`config.mk`:
```
export PLATFORM = sky130hd
export DESIGN_NAME = pipeline_hazard_ctrl
export DESIGN_NICKNAME = d
export VERILOG_FILES = /design/src/rtl/pipeline_hazard_ctrl.sv
export SDC_FILE = /design/constraint.sdc
export NUM_CORES = 1
export LEC_CHECK = 0
export CAP_MARGIN = 20
export CORE_UTILIZATION = 48
export DETAILED_ROUTE_END_ITERATION = 8
export GPL_TIMING_DRIVEN = 0
export PLACE_DENSITY = 0.88
export SETUP_SLACK_MARGIN = 0.3
export SYNTH_ARGS = -nofsm -noshare
export SYNTH_HDL_FRONTEND = slang
export SYNTH_SLANG_ARGS = --single-unit
```
`constraint.sdc`:
```
create_clock -name clk -period 2.2 [get_ports clk]
set_clock_uncertainty 0.1 [all_clocks]
set_input_delay 0.44 -clock clk [delete_from_list [all_inputs] [get_ports clk]]
set_output_delay 0.44 -clock clk [all_outputs]
set_load 0.03 [all_outputs]
```
`src/rtl/pipeline_hazard_ctrl.sv`:
```
// pipeline_hazard_ctrl
// Central hazard/stall controller for the 5-stage RV64 pipeline. Merges load-use detection,
// branch-redirect flushing and multi-cycle data-memory waits into the hold/flush controls of
// the PC, IF/ID, ID/EX and EX/MEM registers, and keeps saturating stall/flush counters.
//
// Ports
//   clk, rst_n              : clock, asynchronous active-low reset
//   i_id_rs1, i_id_rs2      : source registers of the instruction in ID
//   i_ex_memread, i_ex_rd   : ID/EX memread and destination register
//   i_mem_branch, i_mem_zero: EX/MEM branch and ALU-zero
//   i_mem_memread/_memwrite : EX/MEM data-memory access controls
//   i_dmem_ready            : data memory completes the current access this cycle
//   o_pc_write, o_pc_src    : PC load enable, select branch target
//   o_ifid_write            : IF/ID load enable
//   o_*_flush               : clear IF/ID, ID/EX, EX/MEM to bubble on the next edge
//   o_idex_bubble           : load a NOP into ID/EX
//   o_exmem_hold            : EX/MEM and ID/EX retain their contents
//   o_memwb_bubble          : load a bubble into MEM/WB
//   o_dmem_req              : data-memory request
//   o_mem_err               : sticky memory-wait timeout flag
//   o_stall_cnt, o_flush_cnt: saturating performance counters
module pipeline_hazard_ctrl #(
  parameter int unsigned MEM_TIMEOUT = 64,
  parameter int unsigned CNT_W       = 16
) (
  input  logic             clk,
  input  logic             rst_n,
  input  logic [4:0]       i_id_rs1,
  input  logic [4:0]       i_id_rs2,
  input  logic             i_ex_memread,
  input  logic [4:0]       i_ex_rd,
  input  logic             i_mem_branch,
  input  logic             i_mem_zero,
  input  logic             i_mem_memread,
  input  logic             i_mem_memwrite,
  input  logic             i_dmem_ready,
  output logic             o_pc_write,
  output logic             o_pc_src,
  output logic             o_ifid_write,
  output logic             o_ifid_flush,
  output logic             o_idex_flush,
  output logic             o_exmem_flush,
  output logic             o_idex_bubble,
  output logic             o_exmem_hold,
  output logic             o_memwb_bubble,
  output logic             o_dmem_req,
  output logic             o_mem_err,
  output logic [CNT_W-1:0] o_stall_cnt,
  output logic [CNT_W-1:0] o_flush_cnt
);

  localparam int unsigned TmrW = (MEM_TIMEOUT > 1) ? $clog2(MEM_TIMEOUT) : 1;
  localparam logic [TmrW-1:0] TmrLast = TmrW'(MEM_TIMEOUT - 1);

  typedef enum logic {StRun, StMemWait} state_e;

  state_e            r_state;
  state_e            w_state_next;
  logic [TmrW-1:0]   r_timer;
  logic [TmrW-1:0]   w_timer_next;
  logic              r_mem_err;
  logic [CNT_W-1:0]  r_stall_cnt;
  logic [CNT_W-1:0]  r_flush_cnt;

  logic w_branch;
  logic w_load_use;
  logic w_mem_access;
  logic w_stall_inc;
  logic w_flush_inc;
  logic w_set_err;

  assign w_branch     = i_mem_branch & i_mem_zero;
  assign w_load_use   = i_ex_memread & (i_ex_rd != 5'd0) &
                        ((i_ex_rd == i_id_rs1) | (i_ex_rd == i_id_rs2));
  assign w_mem_access = i_mem_memread | i_mem_memwrite;

  always_comb begin
    o_pc_write     = 1'b0;
    o_pc_src       = 1'b0;
    o_ifid_write   = 1'b0;
    o_ifid_flush   = 1'b0;
    o_idex_flush   = 1'b0;
    o_exmem_flush  = 1'b0;
    o_idex_bubble  = 1'b0;
    o_exmem_hold   = 1'b0;
    o_memwb_bubble = 1'b0;
    o_dmem_req     = 1'b0;
    w_state_next   = r_state;
    w_timer_next   = r_timer;
    w_stall_inc    = 1'b0;
    w_flush_inc    = 1'b0;
    w_set_err      = 1'b0;

    if (!rst_n) begin
      // Outputs follow reset combinationally so a reset mid-wait drops the request at once.
      o_ifid_flush  = 1'b1;
      o_idex_flush  = 1'b1;
      o_exmem_flush = 1'b1;
      w_state_next  = StRun;
    end else begin
      case (r_state)
        StRun: begin
          if (w_branch) begin
            // Redirect wins over everything; load-use and memory access are ignored.
            o_pc_src      = 1'b1;
            o_pc_write    = 1'b1;
            o_ifid_flush  = 1'b1;
            o_idex_flush  = 1'b1;
            o_exmem_flush = 1'b1;
            w_flush_inc   = 1'b1;
          end else if (w_mem_access && !i_dmem_ready) begin
            // Freeze starts in the entry cycle, not one cycle late.
            o_dmem_req     = 1'b1;
            o_exmem_hold   = 1'b1;
            o_memwb_bubble = 1'b1;
            w_stall_inc    = 1'b1;
            w_state_next   = StMemWait;
            w_timer_next   = '0;
          end else begin
            o_dmem_req = w_mem_access;
            if (w_load_use) begin
              o_idex_bubble = 1'b1;
              w_stall_inc   = 1'b1;
            end else begin
              o_pc_write   = 1'b1;
              o_ifid_write = 1'b1;
            end
          end
        end
        StMemWait: begin
          o_dmem_req     = 1'b1;
          o_exmem_hold   = 1'b1;
          o_memwb_bubble = 1'b1;
          w_stall_inc    = 1'b1;
          if (i_dmem_ready) begin
            w_state_next = StRun;
          end else if (r_timer == TmrLast) begin
            // Abort the access: flag the error and drop the stuck EX/MEM entry.
            o_exmem_flush = 1'b1;
            w_set_err     = 1'b1;
            w_state_next  = StRun;
          end else begin
            w_timer_next = r_timer + 1'b1;
          end
        end
        default: w_state_next = StRun;
      endcase
    end
  end

  always_ff @(posedge clk or negedge rst_n) begin
    if (!rst_n) begin
      r_state     <= StRun;
      r_timer     <= '0;
      r_mem_err   <= 1'b0;
      r_stall_cnt <= '0;
      r_flush_cnt <= '0;
    end else begin
      r_state <= w_state_next;
      r_timer <= w_timer_next;
      if (w_set_err) begin
        r_mem_err <= 1'b1;
      end
      if (w_stall_inc && (r_stall_cnt != '1)) begin
        r_stall_cnt <= r_stall_cnt + 1'b1;
      end
      if (w_flush_inc && (r_flush_cnt != '1)) begin
        r_flush_cnt <= r_flush_cnt + 1'b1;
      end
    end
  end

  assign o_mem_err   = r_mem_err;
  assign o_stall_cnt = r_stall_cnt;
  assign o_flush_cnt = r_flush_cnt;

endmodule

```
==> Word-level counts from Yosys, hierarchy flattened <==
Index checks and enable logic that the tools add are counted.
{ "totals": {"register_bits": 40, "input_bits": 23, "output_inout_bits": 43, "wordCells": 73} }
{ "classes": {"add_sub_neg": 3, "n_eq_ne": 9, "n_mux": 44, "bitwise_logic": 6, "n_reduce_logical": 6} }
{ "op_table": {"columns": ["cell", "count"], "rows": [
  ["two-way mux 1 bit", 34],
  ["adder 16 x 1 -> 16 bit, second input constant", 2],
  ["inequality test 16 bit, second input constant", 2],
  ["two-way mux 6 bit", 4],
  ["case mux 6 bit (2 select lines)", 1],
  ["== test 5 bit", 2],
  ["case mux 1 bit (2 select lines)", 5],
  ["inequality test 2 bit, second input constant", 4],
  ["adder 6 x 1 -> 6 bit, second input constant", 1],
  ["== test 6 bit, second input constant", 1],
  ["AND reduction 5 bit", 1],
  ["nonzero test 5 bit", 1],
  ["AND 1 bit", 3],
  ["logical AND 1 bit", 3],
  ["OR 1 bit", 2],
  ["zero test 1 bit", 1],
  ["NOT 1 bit", 1]
]} }

==> Longest topological paths before layout <==
Gate-level depths: netlist (run 1).
{ "depth": {"ltp_word": 9, "ltp_mapped": 7, "mapped_depth_nobuf": 7} }

==> Least setup slack after synthesis (run 1) <==
No wires, ideal clock.
{ "synth_timing": {"path_kind": "input to output", "startpoint": "input i_ex_rd[1]", "endpoint": "output o_pc_write", "arrival_ps": 1759, "required_ps": 1660, "slack_ps": -99, "cell_stages": 6, "path_buffers": 1, "cell_sequence": "or4_4 > o21ai_4 > o21ai_4 > buf_6 > o21ai_1 > and2_1"} }
{ "synth_between": {"elab_chain_cells": 8} }
{ "synth_lines": {"columns": ["item", "line_no", "source"], "rows": [
  ["start, declared", "31", "input logic [4:0] i_ex_rd,"],
  ["== test 5 bit / nonzero test 5 bit (equally long branches)", "74, 73", null],
  ["OR 1 bit / AND 1 bit (equally long branches)", "74, 73", null],
  ["AND 1 bit *", "73", "assign w_load_use = i_ex_memread & (i_ex_rd != 5'd0) &"],
  ["two-way mux 1 bit *", "121", "if (w_load_use) begin"],
  ["two-way mux 1 bit *", "111", "end else if (w_mem_access && !i_dmem_ready) begin"],
  ["two-way mux 1 bit *", "103", "if (w_branch) begin"],
  ["two-way mux 1 bit *", "101", "case (r_state)"],
  ["two-way mux 1 bit *", "94", "if (!rst_n) begin"],
  ["end, declared", "37", "output logic o_pc_write,"]
]} }
Mark *: on every way between the ends. The rest lies on a longest branch, timed or not.

==> Worst setup path after layout (run 1) <==
{ "layout_timing": {"startpoint": "input i_ex_rd[4]", "endpoint": "output o_pc_write"} }
The elaborated chain is that of the path after synthesis.

==> out/results.ini, run 1 <==
[worst_setup_path]
setup.worst_path.class = in2out
crit_cells = 10
cp-startpoint = i_ex_rd[4]
worstReg2RegStart = r_state
crit_top_cell = buf_6
rrSetupSlack_ns = 0.15
required_ns = 1.66
crit_path_end = o_pc_write
cpPeakStageDelay_ns = 0.23
reg2reg_to = o_stall_cnt[1]
crit_arrival_ns = 1.80
crit_family = buffers and inverters
crit_buf_inv = 4
cp_max_fo = 3
crit_path_end_kind = output port
ff2ff_path_depth = 11
crit_slowest_cell = nor3_2
crit_chain = buf_8 -> buf_6 -> xor2_2 -> nor3_2 -> a22oi_2 -> o21ai_4 -> buf_6 -> o21ai_2 -> and2_4 -> buf_6
crit_path_start_kind = input port

[global_route]
antenna_found_initial = 0
grt-ovfl-total = 0
grt_pass1_vias = 2084
grt_pass1_wl_um = 10200
grtUsageTotal = 0.264
grt_max_degree = 24

[pwr]
switching_share = 0.366
power_switching_uw = 938
ir_drop_mv = 0.888
intPower_uw = 1630
leakage_uw = 0.00185
clkPwrFrac = 0.255
pwr-share-seq = 0.392
combPwrFrac = 0.353
power_per_cell_area_nw_per_um2 = 683

[min_path]
hp-class = in2async

[place]
hpwl_um = 3740
gp_congestion = 0.793
io_buffers = 65
pre_cts_slack_ns = -1.21
dp.cells = 326

[layout]
stdcell_count = 381
insertedDiodeCount = 0
drive_above_1_share = 0.432
final_core_util = 0.840
syn_to_final_growth_pct = 64.6
final_nets = 354

[logic_synthesis]
synthFlopType = dfrtp_1
synthArstFlopShare = 1.00
yosysMostFrequentCell = dfrtp_1
ys_types = 46
synth-warning-count = 0
synth.area.top_cells = dfrtp_1 (44%), xnor2_1 (9.6%), xor2_1 (6.5%), nand4_1 (3.8%), nor2_1 (3.5%)
synth_top_family_by_area = simple AND/OR/NAND/NOR gates
syn_nets = 234
yosys.area_share.simple = 0.252
synth_mux_area_frac = 0.00987
synth_compound_area_frac = 0.0981
yosysTopAreaCellShare = 0.439
postSynthCellCount = 208
synth-xor-area-share = 0.161
netlist_area_um2 = 2280
synth_edf_count = 0
synthAdderAreaFrac = 0.0164
synth-seq-cells = 40
synthTopCellsByCount = dfrtp_1 (40), xnor2_1 (25), nor2_1 (21)
synth.largest_area_cell = dfrtp_1
seq_area_frac_synth = 0.439
synth_area_per_cell_um2 = 11.0

[clocking]
cts_root_buf = clkbuf_8
cts_max_level = 2
numCtsBuffers = 5
clock_latency_ns = 0.30
cts.sinks = 40
cts_max_path_buffers = 2
cts_tree = built
clk_pin_slew_ns = 0.09

[detailed_routing]
routedWlPerCell_um = 19.3
ant_nets = 0
vias = 2187
avgViaCountPerCell = 5.74
dr.pass1.iters = 6
drt_wl_total_um = 7370
drtIter0Drc = 194
drc = 4

[timing]
fin_hold_ws_ns = 0.0376
setup_tns_ns = -0.291
worst_slew_pin_slew_ns = 0.376
fin_crit_ns = 2.34
slew_violations = 0
fin_crit_sh = 1.06
fmax_ghz = 0.427
relSlewSlack = 0.749
finalHoldViolations = 0
finalSetupViolations = 4
setup_slack_ns = -0.139
rsz0062_at_grt = true

[run]
maxCapViolations = 0

[die]
die_x_um = 71.0
num_rows = 24
initial_core_util = 0.510
fp.coreArea_um2 = 4470
num_io_pins = 66
die_area_um2 = 5030
die_y_um = 71.0

[run_status]
status = finished, violations left
violations = DRC, setup timing

==> per-layer routing <==
metal / global-route usage / vias to the layer above / share of wire
met5: 0 / - / 0
met1: 0.326 / 1098 / 0.40
met4: 0.111 / 0 / 0.038
met2: 0.452 / 87 / 0.51
li1: - / 972 / -
met3: 0.0513 / 30 / 0.051
==> kinds of logic after synthesis <==
family / Yosys count
adder cells (fa/ha/maj): 3
multiplexers: 2
flip-flops: 40
XOR/XNOR: 42
AND/OR/NAND/NOR: 92
AO/OA/AOI/OAI: 19
buffers and inverters: 10
==> worst min-delay path, cell delays in order <==
cell    delay (ns)
buf_8         0.09
buf_12        0.10
buf_12        0.16
==> state kept, by name (all words and copies together) (netlist names) <==
signal,count
o_flush_cnt,16
o_mem_err,1
r_timer,6
o_stall_cnt,16
r_state,1
==> worst min-delay path by stage <==
stage,to,slack (ns),startpoint,depth (start not counted)
6_report,o_flush_cnt[9],0.04,rst_n,3
5_1_grt,o_flush_cnt[9],0.04,rst_n,3
4_1_cts,o_flush_cnt[9],-0.13,rst_n,1
3_5_place_dp,o_stall_cnt[13],0.34,rst_n,1
3_3_place_gp,o_mem_err,0.35,o_mem_err,1
2_1_floorplan,o_flush_cnt[0],0.04,rst_n,0
==> per-stage QoR <==
step | power (µW) | area (µm²)
final | 2570 | 3760
after global routing | 2680 | 3760
after CTS | 2370 | 3370
after detailed placement | 1740 | 3040
after global placement | 1720 | 3020
after floorplan | 1400 | 2310
==> power by group through the flow <==
stage | Combinational, µW | Clock, µW | Sequential [µW]
2_1_floorplan | 254 | 0 | 1140
3_3_place_gp | 733 | 0 | 988
3_5_place_dp | 753 | 0 | 990
4_1_cts | 748 | 647 | 975
5_1_grt | 965 | 695 | 1020
6_report | 906 | 654 | 1010
==> layout by cell type (no fill, tap or decap), types with 5 or more instances in the layout <==
| master | n |
|---|---|
| clkbuf_8 | 6 |
| xor2_1 | 15 |
| nor2_1 | 13 |
| clkbuf_2 | 5 |
| xnor2_1 | 22 |
| dlygate4sd2_1 | 38 |
| nor2_4 | 5 |
| buf_4 | 25 |
| nand3_2 | 5 |
| and3_1 | 6 |
| nand4_1 | 14 |
| buf_6 | 31 |
| nand3_1 | 10 |
| nand2_1 | 11 |
| dfrtp_1 | 35 |
| dfrtp_2 | 5 |
==> timing repair <==
item                       4_1_cts  5_1_grt
pin swaps                       26       30
cloned                           1        0
hold endpoints to repair        21       21
setup endpoints to repair       69       40
buffers inserted                20       23
resized for setup              158       70
==> cell type report <==
| cell class | instances | area [µm²] |
|---|---|---|
| plain buffers | 5 | 46.3 |
| clock buffers | 6 | 82.6 |
| clock inverters | 2 | 38.8 |
| fillers | 199 | 717 |
| inverters | 5 | 18.8 |
| multi-input cells | 158 | 1410 |
| flip-flops and latches | 40 | 1010 |
| well taps | 52 | 65.1 |
| repair buffers | 113 | 1090 |
No activity file was read; power rests on OpenSTA's default activity.
==> inputs of run 2 (changes only) <==
Settings changed: HOLD_SLACK_MARGIN set to 0.1, SETUP_SLACK_MARGIN 0.3 to unset.
==> out/results.ini, run 2 (synthesized netlist as in run 1, its figures left out) <==
[worst_setup_path]
crit_path_start_kind = input port  ; unchanged
crit_family = simple AND/OR/NAND/NOR gates  ; was buffers and inverters
crit_slowest_cell = or4_4  ; was nor3_2
crit_path_end = o_pc_write  ; unchanged
ff2ff_path_depth = 8  ; was 11
required_ns = 1.66  ; about the same
cpPeakStageDelay_ns = 0.53  ; was 0.23 ns
worstReg2RegStart = r_timer[0]  ; was r_state
crit_path_end_kind = output port  ; unchanged
crit_chain = buf_8 -> or4_4 -> o21ai_4 -> o21ai_4 -> o21ai_1 -> and2_4 -> buf_6  ; was buf_8 -> buf_6 -> xor2_2 -> nor3_2 -> a22oi_2 -> o21ai_4 -> buf_6 -> o21ai_2 -> and2_4 -> buf_6
crit_top_cell = o21ai_4  ; was buf_6
cp_max_fo = 3  ; unchanged
crit_arrival_ns = 1.67  ; was 1.80 ns
crit_buf_inv = 2  ; was 4
rrSetupSlack_ns = 0.18  ; was 0.15 ns
setup.worst_path.class = in2out  ; unchanged
crit_cells = 7  ; was 10
cp-startpoint = i_ex_rd[2]  ; was i_ex_rd[4]
reg2reg_to = r_timer[5]  ; was o_stall_cnt[1]

[detailed_routing]
ant_nets = 0  ; unchanged
routedWlPerCell_um = 15.1  ; was 19.3 µm
vias = 1865  ; was 2187
drc = 2  ; was 4
avgViaCountPerCell = 5.39  ; was 5.74
dr.pass1.iters = 9  ; was 6
drtIter0Drc = 81  ; was 194
drt_wl_total_um = 5230  ; was 7370 µm

[clocking]
numCtsBuffers = 5  ; unchanged
clk_pin_slew_ns = 0.07  ; was 0.09 ns
cts_root_buf = clkbuf_8  ; unchanged
cts.sinks = 40  ; unchanged
cts_max_path_buffers = 2  ; unchanged
clock_latency_ns = 0.29  ; was 0.30 ns
cts_tree = built  ; unchanged
cts_max_level = 2  ; unchanged

[place]
hpwl_um = 3750  ; was 3740 µm
dp.cells = 326  ; unchanged
io_buffers = 65  ; unchanged
gp_congestion = 0.775  ; was 0.793
pre_cts_slack_ns = -1.22  ; was -1.21 ns
placement.cell_area_um2 = 3020  ; was 3040 µm²

[global_route]
grt-ovfl-total = 0  ; unchanged
antenna_found_initial = 0  ; unchanged
grt_pass1_wl_um = 8690  ; was 10200 µm
grt_pass1_vias = 1825  ; was 2084
grt_max_degree = 23  ; was 24
grtUsageTotal = 0.220  ; was 0.264

[die]
die_y_um = 71.0  ; unchanged
die_area_um2 = 5030  ; unchanged
num_io_pins = 66  ; unchanged
initial_core_util = 0.510  ; unchanged
num_rows = 24  ; unchanged
die_x_um = 71.0  ; unchanged
fp.coreArea_um2 = 4470  ; unchanged

[timing]
rsz0062_at_grt = true  ; unchanged
worst_slew_pin_slew_ns = 0.788  ; was 0.376 ns
slew_violations = 0  ; unchanged
setup_tns_ns = -0.0187  ; was -0.291 ns
finalHoldViolations = 0  ; unchanged
fmax_ghz = 0.452  ; was 0.427 GHz
setup_slack_ns = -0.0143  ; was -0.139 ns
relSlewSlack = 0.473  ; was 0.749
finalSetupViolations = 2  ; was 4
fin_crit_sh = 1.01  ; was 1.06
fin_crit_ns = 2.21  ; was 2.34 ns

[pwr]
switching_share = 0.352  ; was 0.366
clkPwrFrac = 0.252  ; was 0.255
combPwrFrac = 0.326  ; was 0.353
leakage_uw = 0.00143  ; was 0.00185 µW
ir_drop_mv = 0.519  ; was 0.888 mV
pwr-share-seq = 0.422  ; was 0.392
power_per_cell_area_nw_per_um2 = 729  ; was 683 nW/µm²
power_switching_uw = 817  ; was 938 µW
intPower_uw = 1500  ; was 1630 µW

[min_path]
hp-class = reg2reg  ; was in2async

[layout]
final_cell_mix = dfrtp_1 (40), clkdlybuf4s50_1 (34), xnor2_1 (25), nor2_1 (19), xor2_1 (17)  ; was dlygate4sd2_1 (38), dfrtp_1 (35), buf_6 (31), buf_4 (25), xnor2_1 (22)
drive_above_1_share = 0.241  ; was 0.432
final_common_cell = dfrtp_1  ; was dlygate4sd2_1
fillCellCount = 325  ; was 199
final_nets = 319  ; was 354
insertedDiodeCount = 0  ; unchanged
stdcell_count = 346  ; was 381
syn_to_final_growth_pct = 39.6  ; was 64.6%
final_cell_area_um2 = 3190  ; was 3760 µm²

[run_status]
violations = DRC, setup timing  ; unchanged
status = finished, violations left  ; unchanged

[run]
maxCapViolations = 0  ; unchanged

-- run 2: cell count changes in the layout (fill, tap and decap cells not counted), sizes merged --
cell / before / now
dlygate4sd3: 1 / 2
buf: 66 / 27
bufbuf: 1 / 0
clkdlybuf4s15: 4 / 2
dlygate4sd2: 38 / 12
clkdlybuf4s50: 2 / 34
-- run 2: worst min-delay path by stage --
| stage | from | end | slack, ns | cells after the start |
|---|---|---|---|---|
| floorplan | rst_n | o_flush_cnt[0] | 0.04 | 0 |
| global placement | o_mem_err | o_mem_err | 0.35 | 1 |
| detailed placement | rst_n | o_stall_cnt[12] | 0.31 | 1 |
| CTS | o_mem_err | o_mem_err | 0.38 | 1 |
| global route | o_mem_err | o_mem_err | 0.39 | 1 |
| finish | o_mem_err | o_mem_err | 0.38 | 1 |
-- run 2: per-layer routing --
layer  track usage  wire length (µm)
met5             0                 0
met4        0.0667                69
met3        0.0313               174
met2         0.372              2580
met1         0.294              2410
-- run 2: final cells by class --
class	count	area, µm²	share of cell area
Tap cell	52	65.1	0.0204
Timing Repair Buffer	79	719	0.226
Clock buffer	6	72.6	0.0228
Sequential cell	40	1000	0.314
Inverter	5	18.8	0.00589
Clock inverter	2	35.0	0.0110
Multi-Input combinational cell	158	1250	0.392
Buffer	4	23.8	0.00746
-- run 2: power by group through the flow --
| stage | registers, µW | logic (µW) | clock network [µW] |
|---|---|---|---|
| after global placement | 987 | 729 | 0 |
| after floorplan | 1140 | 250 | 0 |
| after detailed placement | 993 | 750 | 0 |
| after CTS | 979 | 758 | 597 |
| final | 980 | 756 | 586 |
| after global routing | 1000 | 808 | 626 |
-- run 2: repair_timing --
item	CTS	global route
setup endpoints to repair	10	8
gates resized for setup	82	15
pin swaps	15	11
setup buffers	6	4
hold buffers	2	0
hold endpoints to repair	18	0
-- run 2: through the flow --
stage,power (µW),util,hold slack (ns)
floorplan,1390,-,0.0444
global placement,1720,0.671,0.351
detailed placement,1740,0.674,0.314
CTS,2330,0.708,0.384
global route,2430,0.712,0.395
finish,2320,0.712,0.380
